===== src/rtl/regfile_pkg.sv =====
// Shared defaults and helpers for the scoreboarded register file.
// Holds the width defaults, the PC alias index and a packed-slice extractor.
package regfile_pkg;

  localparam int DATA_W_DEF  = 32;
  localparam int ADDR_W_DEF  = 4;
  localparam int PC_REG_DEF  = 15;
  localparam int SLICE_MAX_W = 64;
  localparam int PACK_MAX_W  = 1024;

  // Returns field idx of a packed vector made of width-bit fields, zero-extended.
  function automatic logic [SLICE_MAX_W-1:0] get_slice(input logic [PACK_MAX_W-1:0] vec_in,
                                                       input int idx, input int width);
    logic [SLICE_MAX_W-1:0] mask;
    mask = {SLICE_MAX_W{1'b1}} >> (SLICE_MAX_W - width);
    return SLICE_MAX_W'(vec_in >> (idx * width)) & mask;
  endfunction

endpackage


===== src/rtl/regfile_scoreboard.sv =====
// Busy-bit scoreboard for long-latency destinations.
// Tracks issued-but-incomplete registers and latches protocol errors.
module regfile_scoreboard
  import regfile_pkg::*;
#(
  parameter int ADDR_W = ADDR_W_DEF,
  parameter int PC_REG = PC_REG_DEF
) (
  input  logic                 i_clk,
  input  logic                 i_reset,
  input  logic                 i_iss_valid,
  input  logic [ADDR_W-1:0]    i_iss_addr,
  input  logic                 i_we1,
  input  logic [ADDR_W-1:0]    i_wa1,
  output logic [2**ADDR_W-1:0] o_busy_vec,
  output logic                 o_sb_err
);

  localparam int NREG = 2**ADDR_W;
  localparam logic [ADDR_W-1:0] PC_ADDR = ADDR_W'(PC_REG);

  logic [NREG-1:0] r_busy;
  logic            r_err;
  logic [NREG-1:0] w_set_mask;
  logic [NREG-1:0] w_clr_mask;
  logic            w_set;
  logic            w_iss_err;
  logic            w_cmp_err;

  always_comb begin
    w_set      = i_iss_valid && (i_iss_addr != PC_ADDR);
    w_set_mask = '0;
    w_clr_mask = '0;
    if (w_set) w_set_mask[i_iss_addr] = 1'b1;
    if (i_we1) w_clr_mask[i_wa1] = 1'b1;
    // A same-cycle completion legalises a re-issue, and a same-cycle issue legalises a completion.
    w_iss_err = w_set && r_busy[i_iss_addr] && !w_clr_mask[i_iss_addr];
    w_cmp_err = i_we1 && !r_busy[i_wa1] && !w_set_mask[i_wa1];
  end

  always_ff @(posedge i_clk) begin
    if (i_reset) begin
      r_busy <= '0;
      r_err  <= 1'b0;
    end else begin
      r_busy <= (r_busy & ~w_clr_mask) | w_set_mask;
      r_err  <= r_err | w_iss_err | w_cmp_err;
    end
  end

  assign o_busy_vec = r_busy;
  assign o_sb_err   = r_err;

endmodule


===== src/rtl/regfile_sb.sv =====
// Parametrised register file with two write ports, PC alias, optional
// same-cycle bypass and a scoreboard that raises a decode stall.
module regfile_sb
  import regfile_pkg::*;
#(
  parameter int DATA_W = DATA_W_DEF,
  parameter int ADDR_W = ADDR_W_DEF,
  parameter int NUM_RD = 3,
  parameter int PC_REG = PC_REG_DEF,
  parameter int BYPASS = 1
) (
  input  logic                     i_clk,
  input  logic                     i_reset,
  input  logic [NUM_RD-1:0]        i_rd_en,
  input  logic [NUM_RD*ADDR_W-1:0] i_rd_addr,
  output logic [NUM_RD*DATA_W-1:0] o_rd_data,
  input  logic [DATA_W-1:0]        i_pc_in,
  input  logic                     i_we0,
  input  logic [ADDR_W-1:0]        i_wa0,
  input  logic [DATA_W-1:0]        i_wd0,
  input  logic                     i_we1,
  input  logic [ADDR_W-1:0]        i_wa1,
  input  logic [DATA_W-1:0]        i_wd1,
  input  logic                     i_iss_valid,
  input  logic [ADDR_W-1:0]        i_iss_addr,
  output logic [NUM_RD-1:0]        o_rd_busy,
  output logic                     o_stall,
  output logic [2**ADDR_W-1:0]     o_busy_vec,
  output logic                     o_sb_err
);

  localparam int NREG = 2**ADDR_W;
  localparam logic [ADDR_W-1:0] PC_ADDR = ADDR_W'(PC_REG);

  logic [DATA_W-1:0] r_regs [NREG];
  logic [NREG-1:0]   w_busy_vec;

  // Port 0 is assigned last so it wins when both ports hit the same register.
  always_ff @(posedge i_clk) begin
    if (i_reset) begin
      for (int k = 0; k < NREG; k++) r_regs[k] <= '0;
    end else begin
      if (i_we1 && (i_wa1 != PC_ADDR)) r_regs[i_wa1] <= i_wd1;
      if (i_we0 && (i_wa0 != PC_ADDR)) r_regs[i_wa0] <= i_wd0;
    end
  end

  regfile_scoreboard #(
    .ADDR_W(ADDR_W),
    .PC_REG(PC_REG)
  ) u_sb (
    .i_clk      (i_clk),
    .i_reset    (i_reset),
    .i_iss_valid(i_iss_valid),
    .i_iss_addr (i_iss_addr),
    .i_we1      (i_we1),
    .i_wa1      (i_wa1),
    .o_busy_vec (w_busy_vec),
    .o_sb_err   (o_sb_err)
  );

  for (genvar i = 0; i < NUM_RD; i++) begin : g_rd
    logic [ADDR_W-1:0] w_addr;
    logic              w_hit0;
    logic              w_hit1;

    assign w_addr = ADDR_W'(get_slice(PACK_MAX_W'(i_rd_addr), i, ADDR_W));
    assign w_hit0 = (BYPASS != 0) && i_we0 && (i_wa0 == w_addr);
    assign w_hit1 = (BYPASS != 0) && i_we1 && (i_wa1 == w_addr);

    assign o_rd_data[i*DATA_W +: DATA_W] = (w_addr == PC_ADDR) ? i_pc_in :
                                           w_hit0              ? i_wd0   :
                                           w_hit1              ? i_wd1   :
                                                                 r_regs[w_addr];

    // A completing port-1 write is forwarded, so it no longer needs to stall.
    assign o_rd_busy[i] = i_rd_en[i] && w_busy_vec[w_addr] && (w_addr != PC_ADDR) && !w_hit1;
  end

  assign o_stall    = |o_rd_busy;
  assign o_busy_vec = w_busy_vec;

endmodule


===== config.mk =====
export PLATFORM = sky130hd
export DESIGN_NAME = regfile_sb
export DESIGN_NICKNAME = d
export VERILOG_FILES = /design/src/rtl/regfile_pkg.sv /design/src/rtl/regfile_scoreboard.sv /design/src/rtl/regfile_sb.sv
export SDC_FILE = /design/constraint.sdc
export NUM_CORES = 2
export LEC_CHECK = 0
export BUFFER_PORTS_ARGS = -buffer_cell sky130_fd_sc_hd__buf_2
export CAP_MARGIN = 40
export CORE_ASPECT_RATIO = 2
export CORE_MARGIN = 4
export CORE_UTILIZATION = 35
export CTS_BUF_LIST = sky130_fd_sc_hd__clkbuf_4 sky130_fd_sc_hd__clkbuf_8 sky130_fd_sc_hd__clkbuf_16
export CTS_CLUSTER_DIAMETER = 80
export DETAILED_ROUTE_END_ITERATION = 6
export PLACE_DENSITY_LB_ADDON = 0.05
export REMOVE_ABC_BUFFERS = 1
export SYNTH_ARGS = -nofsm -noshare
export SYNTH_HDL_FRONTEND = slang
export SYNTH_SLANG_ARGS = --single-unit

===== constraint.sdc =====
create_clock -name i_clk -period 3.77 [get_ports i_clk]
set_input_delay 0.754 -clock i_clk [delete_from_list [all_inputs] [get_ports i_clk]]
set_output_delay 0.754 -clock i_clk [all_outputs]
set_load 0.1 [all_outputs]

==> metrics.log <==
INFO  metric cts_tree = done
INFO  metric vias_per_cell = 6.77
INFO  metric final_min_period_over_clock_period = 0.999
INFO  metric crit_end = o_rd_data[36]
INFO  metric post_synth_num_cell_types = 52
INFO  metric reg_to_reg_startpoint = u_sb.o_busy_vec[12]
INFO  metric htree_num_levels = 2
INFO  metric clock_tree.root_cell = sky130_fd_sc_hd__clkbuf_16
INFO  metric ys.warnings.count = 0
INFO  metric cts.sinks = approximately 530
INFO  metric outcome = finished with violations
INFO  metric final_core_utilization = 0.423
INFO  metric final_antenna_net_count = 0
INFO  metric remaining_drc_errors = 1
INFO  metric async_reset_ff_frac = 0
INFO  metric synthesis.instances = 3,054
INFO  metric die_w = around 240 um
INFO  metric yosys.area_share.simple = 0.0745
INFO  metric die_area = 114,000 um^2
INFO  metric postSynthRegisterBits = 529
INFO  metric max-cap-violations = 0
INFO  metric final-instance-count-excl-fill = approximately 4,600
INFO  metric synth_compound_area_frac = 0.182
INFO  metric report.final.slew_viol_count = 0
INFO  metric post-layout-total-power = about 18 mW
INFO  metric track_usage = 0.312
INFO  metric critPathCaptureType = output pin
INFO  metric global_route_wire_length_before_repair = ~250 mm
INFO  metric finalNetCount = 3,311
INFO  metric tritonroute_pass_1_iters = 7
INFO  metric grt.overflow.total = 0
INFO  metric cp_num_cells = 8
INFO  metric number_of_rows_created_at_floorplan = 170
INFO  metric finalSetupViolCount = 0
INFO  metric antenna_violations_before_repair = 6
INFO  metric number_of_cells_on_the_worst_reg_to_reg_path = 5
INFO  metric die_height = 473 um
INFO  metric final-hold-violation-count = 0
INFO  metric synth_top_family_by_area = multiplexers
INFO  metric fillerInstances = about 9,700
INFO  metric numPlacedInstances = 4,494
INFO  metric ir_drop = 0.294 mV
INFO  metric dpl.hpwl = around 110 mm
INFO  metric timing.hold.worst_path_depth = 3
INFO  metric shortest_period_the_worst_path_allows = 3.77 ns
INFO  metric fin_hold_ws = 0.476 ns
INFO  metric grt_max_degree = 65
INFO  metric postRouteWirelength = 181 mm
INFO  metric worst-setup-path-type = in2out
INFO  metric power_density = 406 nW/um^2
INFO  metric power_leakage = roughly 15 nW
INFO  metric multi_input_gate_area_in_the_final_layout = 20,500 um^2
INFO  metric worst_r2r_endpoint = u_sb.o_sb_err
INFO  metric area.sequential = about 16,000 um^2
INFO  metric num_io_pins = 245
INFO  metric holdBufCountCts = 0
INFO  metric post_synth_instance_area = 37,900 um^2
INFO  metric route.vias.total = 31,200
INFO  metric grt_pass1_vias = 32,500
INFO  metric worst_slew_pin_slew = about 0.95 ns
INFO  metric clock_insertion_delay_at_the_later_pin_of_the_skew_report = 0.66 ns
INFO  metric cp.arrival = between 3 and 4 ns
INFO  metric numCtsBuffers = 56
INFO  metric worst_clock_skew = 0.0232 ns
INFO  metric ys.flop_type = sky130_fd_sc_hd__edfxtp_1
INFO  metric yosysSeqAreaShare = 0.415
INFO  metric failed_checks = design-rule violations
INFO  metric critical_path_peak_fanout = 11
INFO  metric final.setup.tns = 0 ns
INFO  metric syn_to_final_growth = 20.0%
INFO  metric min-delay-start = i_iss_valid
INFO  metric critical_path.startpoint = i_rd_addr[6]
INFO  metric worst-r2r-setup-slack = 2.00 ns
INFO  metric achievable-frequency = 0.265 GHz
INFO  metric critical_path_cell_by_cell = buf_6, buf_4, nand4_1, buf_4, nand3_2, buf_12, o221a_1, buf_12
INFO  metric synth-edff-count = 512
INFO  metric critical-path-top-delay-family = buffers and inverters
INFO  metric synth-adder-area-share = 0
INFO  metric floorplan.core_area = 107,000 um^2
INFO  metric critical_path.n_buffers_inverters = 5
INFO  metric critical-path-max-stage-delay = 0.51 ns
INFO  metric detail_route.iter0.violations = around 3,200
INFO  metric grt_setup_unrepaired = no
INFO  metric wl_per_cell = 39.4 um
INFO  metric critPathRequiredTime = between 3 and 4 ns
INFO  metric start_kind = input port
INFO  metric port-buffer-count = 244
INFO  metric path_category_of_the_worst_min_delay_check = in2reg
INFO  metric max-slew-margin-rel = 0.369
INFO  metric path_clk_slew = 0.06 ns
INFO  metric critPathSlowestCell = sky130_fd_sc_hd__nand3_2
INFO  metric clk_path_buf_depth = 3
INFO  metric initial_utilization = 0.352
INFO  metric gp_congestion = approximately 0.90
INFO  metric yosys.area_share.xor_xnor = 0.00648
INFO  metric layout-drive-gt1-share = 0.322
INFO  metric synth.mux.area_fraction = 0.267
INFO  metric avgSynthCellArea = 12.4 um^2
==> registers in the layout (all words and copies together) (netlist names) <==
signal / flops
u_sb.o_sb_err: 1
r_regs: 512
u_sb.o_busy_vec: 16
==> how the worst min path moves through the flow <==
stage / slack [ns] / endpoint
4_1_cts: 0.45 / u_sb.o_sb_err
2_1_floorplan: 0.82 / u_sb.o_busy_vec[0]
5_1_grt: 0.52 / u_sb.o_sb_err
6_report: 0.48 / u_sb.o_sb_err
3_3_place_gp: 0.51 / u_sb.o_sb_err
3_5_place_dp: 0.53 / u_sb.o_sb_err
==> power by group <==
group / total [mW] / switching (mW) / leakage [nW] / internal, mW
registers: 7.16 / 0.299 / 5.06 / 6.86
logic: 5.66 / 3.44 / 9.23 / 2.22
clock network: 5.63 / 2.55 / 0.885 / 3.08
total: 18.4 / 6.29 / 15.2 / 12.2
==> cell families after synthesis <==
| logic type | Yosys count |
|---|---|
| AOI/OAI and AO/OA | 914 |
| and+or+nand+nor | 623 |
| DFF | 529 |
| muxes | 506 |
| buffers and inverters | 453 |
| xor gates and xnor gates | 28 |
| other | 1 |
==> metrics by stage <==
step / setup WS [ns] / cell area [um^2]
final: 0.00315 / 45400
after global routing: 0.00421 / 45400
after CTS: 0.000193 / 45300
after detailed placement: 0.0183 / 43500
after global placement: 0.0111 / 43500
after floorplan: -3.12 / 35900
==> worst reg2reg max path, delay by kind of cell (launching register included) <==
family,cells,cell delay [ns]
muxes,3,0.94
DFF,1,0.41
AOI/OAI and AO/OA,2,0.29
==> synth_stat cells, drive strengths merged (13+ instances only) <==
| cell | count | area (um^2) |
|---|---|---|
| o21ai | 213 | 1070 |
| buf | 193 | 1070 |
| o221a | 96 | 1080 |
| edfxtp | 512 | 15400 |
| dfxtp | 17 | 340 |
| a21oi | 113 | 566 |
| o22a | 96 | 841 |
| nand2 | 411 | 1540 |
| a211oi | 97 | 728 |
| a22o | 288 | 2520 |
| nor2 | 33 | 124 |
| xor2 | 16 | 140 |
| mux4 | 404 | 9100 |
| clkbuf | 258 | 968 |
| nor2b | 101 | 632 |
| or3 | 13 | 81.3 |
| mux2i | 102 | 1020 |
==> placed cells by master, fill, tap and decap left out, types with 17 or more instances in the layout <==
master / netlist / layout
sky130_fd_sc_hd__mux4_2: 404 / 404
sky130_fd_sc_hd__mux2i_1: 102 / 102
sky130_fd_sc_hd__nor2_4: 0 / 19
sky130_fd_sc_hd__dfxtp_1: 17 / 17
sky130_fd_sc_hd__edfxtp_1: 512 / 512
sky130_fd_sc_hd__o21ai_0: 197 / 197
sky130_fd_sc_hd__buf_2: 109 / 132
sky130_fd_sc_hd__a21oi_1: 113 / 112
sky130_fd_sc_hd__clkbuf_16: 0 / 57
sky130_fd_sc_hd__a22o_1: 288 / 288
sky130_fd_sc_hd__buf_4: 29 / 166
sky130_fd_sc_hd__conb_1: 1 / 32
sky130_fd_sc_hd__o221a_1: 96 / 96
sky130_fd_sc_hd__nor2b_1: 101 / 101
sky130_fd_sc_hd__o22a_1: 96 / 96
sky130_fd_sc_hd__nand2_1: 411 / 411
sky130_fd_sc_hd__a211oi_1: 97 / 95
sky130_fd_sc_hd__buf_12: 0 / 181
==> per-layer routing <==
layer,GRT usage,part of all wire,up-vias
met5,0,0.00038,-
met4,0.176,0.071,10
met3,0.0586,0.075,610
met2,0.547,0.51,1873
met1,0.353,0.35,16100
li1,-,-,12600
==> repair_timing <==
action / in CTS / in global routing
resized for setup: 1 / 7
endpoints found under the setup margin: 1 / 5
pin swaps: 0 / 0
buffers inserted: 0 / 7
==> cell type report <==
class / instances / area share
diodes: 2 / 0.000110
clock buffers: 73 / 0.0341
inverters: 2 / 0.000165
clock inverters: 27 / 0.00446
multi-input cells: 2103 / 0.451
well taps: 1376 / 0.0379
repair buffers: 491 / 0.126
flip-flops and latches: 529 / 0.346
Note: power is estimated with default switching activity, not from simulation.
